File: config.mk
export PLATFORM = sky130hd
export DESIGN_NAME = mem_bus_master
export DESIGN_NICKNAME = d
export VERILOG_FILES = /design/src/rtl/mem_bus_master.sv
export SDC_FILE = /design/constraint.sdc
export NUM_CORES = 1
export LEC_CHECK = 0
export ABC_CLOCK_PERIOD_IN_PS = 9310
export CORE_UTILIZATION = 57
export CTS_CLUSTER_DIAMETER = 60
export DETAILED_ROUTE_END_ITERATION = 10
export GPL_ROUTABILITY_DRIVEN = 0
export GPL_TIMING_DRIVEN = 0
export HOLD_SLACK_MARGIN = 0.12
export PLACE_DENSITY = 0.86
export SLEW_MARGIN = 20
export SYNTH_ARGS = -nofsm -noshare
export SYNTH_HDL_FRONTEND = slang
export SYNTH_SLANG_ARGS = --single-unit
export TNS_END_PERCENT = 30
File: constraint.sdc
create_clock -name clk -period 9.31 [get_ports clk]
set_clock_uncertainty 0.05 [all_clocks]
set_input_delay 1.862 -clock clk [delete_from_list [all_inputs] [get_ports clk]]
set_output_delay 1.862 -clock clk [all_outputs]
set_load 0.01 [all_outputs]
File: src/rtl/mem_bus_master.sv
// Core-side initiator that splits byte/half/word loads and stores
// into little-endian byte transfers on the byte-wide memory bus.
module mem_bus_master #(
  parameter int TIMEOUT = 16
) (
  input  logic        clk,
  input  logic        rst_n,
  input  logic        req_valid,
  output logic        req_ready,
  input  logic        req_we,
  input  logic [1:0]  req_size,
  input  logic [31:0] req_addr,
  input  logic [31:0] req_wdata,
  output logic        resp_valid,
  output logic [31:0] resp_rdata,
  output logic        resp_err,
  output logic [31:0] mem_addr,
  output logic [7:0]  mem_data_out,
  input  logic [7:0]  mem_data_in,
  output logic        mem_read_en,
  output logic        mem_write_en,
  input  logic        mem_ready
);

  localparam int TW = (TIMEOUT > 2) ? $clog2(TIMEOUT) : 1;
  localparam logic [TW-1:0] TLAST = TW'(TIMEOUT - 1);

  typedef enum logic [1:0] {
    IDLE,
    RD,
    WR,
    RESP
  } state_t;

  state_t        state;
  logic [1:0]    size_q;
  logic [31:0]   addr_q;
  logic [31:0]   wdata_q;
  logic [31:0]   rdata_q;
  logic [1:0]    idx;
  logic [TW-1:0] tcnt;

  logic [1:0]    last_idx;
  logic [1:0]    nidx;
  logic [7:0]    wbyte_n;
  logic [31:0]   rdata_m;
  logic [31:0]   addr_n;

  assign req_ready = (state == IDLE) && rst_n;

  always_comb begin
    last_idx = 2'd0;
    if (size_q == 2'b01) last_idx = 2'd1;
    if (size_q == 2'b10) last_idx = 2'd3;
  end

  assign nidx    = idx + 2'd1;
  assign addr_n  = addr_q + 32'(nidx);
  assign wbyte_n = wdata_q[{nidx, 3'b000} +: 8];

  // read data with the byte arriving this cycle merged in
  always_comb begin
    rdata_m = rdata_q;
    rdata_m[{idx, 3'b000} +: 8] = mem_data_in;
  end

  always_ff @(posedge clk) begin
    if (!rst_n) begin
      state        <= IDLE;
      size_q       <= 2'b00;
      addr_q       <= '0;
      wdata_q      <= '0;
      rdata_q      <= '0;
      idx          <= '0;
      tcnt         <= '0;
      resp_valid   <= 1'b0;
      resp_rdata   <= '0;
      resp_err     <= 1'b0;
      mem_addr     <= '0;
      mem_data_out <= '0;
      mem_read_en  <= 1'b0;
      mem_write_en <= 1'b0;
    end else begin
      unique case (state)
        IDLE: begin
          if (req_valid) begin
            size_q  <= req_size;
            addr_q  <= req_addr;
            wdata_q <= req_wdata;
            rdata_q <= '0;
            idx     <= '0;
            tcnt    <= '0;
            if (req_size == 2'b11) begin
              state      <= RESP;
              resp_valid <= 1'b1;
              resp_err   <= 1'b1;
              resp_rdata <= '0;
            end else if (req_we) begin
              state        <= WR;
              mem_addr     <= req_addr;
              mem_data_out <= req_wdata[7:0];
              mem_write_en <= 1'b1;
            end else begin
              state       <= RD;
              mem_addr    <= req_addr;
              mem_read_en <= 1'b1;
            end
          end
        end
        WR: begin
          if (idx == last_idx) begin
            state        <= RESP;
            mem_addr     <= '0;
            mem_data_out <= '0;
            mem_write_en <= 1'b0;
            resp_valid   <= 1'b1;
            resp_err     <= 1'b0;
            resp_rdata   <= '0;
          end else begin
            idx          <= nidx;
            mem_addr     <= addr_n;
            mem_data_out <= wbyte_n;
          end
        end
        RD: begin
          if (mem_ready) begin
            tcnt    <= '0;
            rdata_q <= rdata_m;
            if (idx == last_idx) begin
              state       <= RESP;
              mem_addr    <= '0;
              mem_read_en <= 1'b0;
              resp_valid  <= 1'b1;
              resp_err    <= 1'b0;
              resp_rdata  <= rdata_m;
            end else begin
              idx      <= nidx;
              mem_addr <= addr_n;
            end
          end else if (tcnt == TLAST) begin
            state       <= RESP;
            mem_addr    <= '0;
            mem_read_en <= 1'b0;
            rdata_q     <= '0;
            resp_valid  <= 1'b1;
            resp_err    <= 1'b1;
            resp_rdata  <= '0;
          end else begin
            tcnt <= tcnt + 1'b1;
          end
        end
        RESP: begin
          state      <= IDLE;
          resp_valid <= 1'b0;
          resp_err   <= 1'b0;
          resp_rdata <= '0;
        end
      endcase
    end
  end

endmodule

==> flow_summary.yaml <==
run_status:
  status: "completed"
grt:
  grt_pass1_vias: 7944
  antenna_found_initial: 0
  grt_max_degree: 19
  grtUsageTotal_pct: 32.2
  grt_first_pass_wirelength_um: 38000
  gr-total-overflow: 0
cts:
  htreeDepth: 4
  numCtsBuffers: 17
  clockBufferDepth: 2
  cts.sinks: 182
  cts_tree: "built"
  post_cts_buffers: 0
  cts-root-buf: "clkbuf_16"
  cts_hold_buf: 0
  clkLatencyLatePin_ns: 0.44
  cts_resized: 0
  clk_pin_slew_worst_paths_ns: 0.06
timing:
  report.final.setup_viol: 0
  finalHoldViolCount: 0
  slew_headroom_pct: 50.6
  min_period_over_period_pct: 66.6
  finalSetupTns_ns: 0
  finalMaxSlewViolations: 0
  rsz0062_at_grt: "no"
  finalCriticalPeriod_ns: 6.20
  worstMarginPinSlew_ns: 0.737
  fmax_ghz: 0.161
finish:
  drive_gt1_share_pct: 5.84
  nets: 1347
  area_growth_pct: 27.7
  fin_area_um2: 10800
  seqCellArea_um2: 3640
  multiInputGateArea_um2: 4420
  diodes: 0
  fill_cells: 1109
floorplan:
  io-pin-count: 156
  initial_core_util_pct: 58.3
  die_area_um2: 15300
  core_area_um2: 14500
  rows: 44
  die_x_um: 124
  die_height_um: 124
drt:
  ant_nets: 0
  drtIter0Drc: 888
  wl_per_cell_um: 16.5
  finalWirelength_um: 24000
  vias_per_cell: 5.81
  dr_total_vias: 8436
  drcViolationCount: 0
  dr.pass1.iters: 8
setup_path:
  cp-start-kind: "input pin"
  crit_arrival_ns: 4.29
  critPathRequiredTime_ns: 7.40
  crit_type: "in -> out"
  crit_fanout: 10
  end_kind: "output port"
logic_synthesis:
  syn_nets: 1173
  yosysTopAreaCellShare_pct: 43.2
  synth_top_area_cell: "dfxtp_1"
  syn_avg_cell_area_um2: 7.82
  synthCells: 1080
  synth_cell_types: 59
  syn_area_um2: 8440
  synthFlopType: "dfxtp_1"
  synth_seq_cells: 182
  ys_warn_count: 0
  yosysSeqAreaShare_pct: 43.2
  synth.area.top_cells: "dfxtp_1 43%, nand2_1 12%, a21oi_1 12%"
  async_flop_share_pct: 0
  synth_edf_count: 0
placement:
  io_buffer_count: 155
  placed_area_um2: 10200
  dp.final_hpwl_um: 17200
power_and_ir_drop:
  peakVddDrop_mv: 0.203
  leakagePower_nw: 3.83
  powerDensity_nw_per_um2: 271
min_path:
  hold_class: "reg -> reg"
flow_run:
  max_cap_violations: 0
==> worst paths after layout <==
kind | start | end | slack, ns | cells after the start
hold / removal | rdata_q[17] | rdata_q[17] | 0.40 | 2
hold reg to reg | rdata_q[17] | rdata_q[17] | 0.40 | 2
setup reg to reg | idx[0] | mem_addr[16] | 4.96 | 11
setup / recovery | rst_n | req_ready | 3.11 | 6
==> layout make-up <==
class | count | area share (%)
clock inverter | 15 | 1.21
clock buffer | 17 | 3.95
tap | 184 | 2.14
timing repair buffer | 155 | 14.4
sequential | 182 | 33.8
buffer | 71 | 2.95
multi-input combinational | 810 | 41.0
inverter | 17 | 0.592
==> critical path: stages <==
cell and delay [ns]:
clkdlybuf4s50_1 0.60, inv_1 0.24, clkbuf_1 0.50, buf_1 0.50
nor2_1 0.08, clkdlybuf4s50_1 0.49
==> layer usage <==
metal  part of all wire, %  track usage, %
met1                    41            40.5
met2                    48            52.2
met3                   7.5            6.64
met4                   3.5            16.2
met5                     0               0
==> power breakdown <==
group | total [W] | switching [W] | internal, W
logic | 0.00120 | 0.000734 | 0.000471
clock network | 0.000693 | 0.000339 | 0.000354
registers | 0.00102 | 0.000102 | 0.000922
total | 0.00292 | 0.00117 | 0.00175
==> per-stage QoR <==
stage	power [W]	hold slack (ns)	setup slack (ns)	util, %	instances
floorplan	0.00176	0.382	4.78	-	1080
global placement	0.00220	0.387	3.08	70.6	1419
detailed placement	0.00222	0.392	3.08	70.6	1419
CTS	0.00291	0.402	3.08	74.5	1451
global route	0.00309	0.421	2.97	74.5	1451
finish	0.00292	0.400	3.11	74.5	1451
==> flip-flops by register name, indices dropped and copies added, names as in the netlist <==
| signal | count |
|---|---|
| resp_err | 1 |
| mem_data_out | 8 |
| rdata_q | 32 |
| state | 2 |
| size_q | 2 |
| idx | 2 |
| addr_q | 32 |
| mem_addr | 32 |
| resp_rdata | 32 |
| tcnt | 4 |
| resp_valid | 1 |
| mem_read_en | 1 |
| mem_write_en | 1 |
| wdata_q | 32 |
==> cell usage after synthesis, types with 3 or more instances <==
cell type and n:
ha_1 13, nor2_1 73, a221oi_1 13, clkbuf_1 45, nand2_1 279, nor4_4 3
buf_1 7, a22oi_1 3, a222oi_1 8, mux4_2 8, a21oi_1 201, a31oi_1 6
dfxtp_1 182, xor2_1 18, and3_1 7, buf_2 14, inv_1 17, nor2b_1 36
or3_1 6, xnor2_1 11, o21ai_0 31, and4_1 3, nor4bb_1 3, nand3_1 13
nor3_1 14, o31ai_1 5, nand4_1 11, a21boi_0 7, buf_6 4
==> layout by cell type, fill, tap and decap left out, drive strengths merged, types with 3 or more instances in the layout <==
master / synthesis / routed
nand2: 280 / 280
a21oi: 201 / 201
dfxtp: 182 / 182
clkdlybuf4s50: 0 / 155
nor2: 74 / 74
clkbuf: 45 / 62
nor2b: 36 / 36
o21ai: 33 / 33
inv: 17 / 30
buf: 26 / 26
xor2: 18 / 18
nor3: 16 / 16
a221oi: 14 / 14
nand3: 13 / 13
ha: 13 / 13
nand4: 13 / 13
xnor2: 11 / 11
a21boi: 9 / 9
mux4: 8 / 8
a222oi: 8 / 8
and3: 7 / 7
or3: 6 / 6
a31oi: 6 / 6
o31ai: 5 / 5
and4: 4 / 4
nor4bb: 3 / 3
a22oi: 3 / 3
nor4: 3 / 3
==> cell families after synthesis <==
logic type | after synthesis | synth area share (%)
multiplexers | 9 | 2.25
AND/OR/NAND/NOR | 464 | 24.8
AO/OA/AOI/OAI | 294 | 20.1
adder cells (fa/ha/maj) | 14 | 2.16
XOR/XNOR | 29 | 3.01
buffers and inverters | 88 | 4.52
flip-flops | 182 | 43.2
Note: power is estimated with default switching activity, not from simulation.
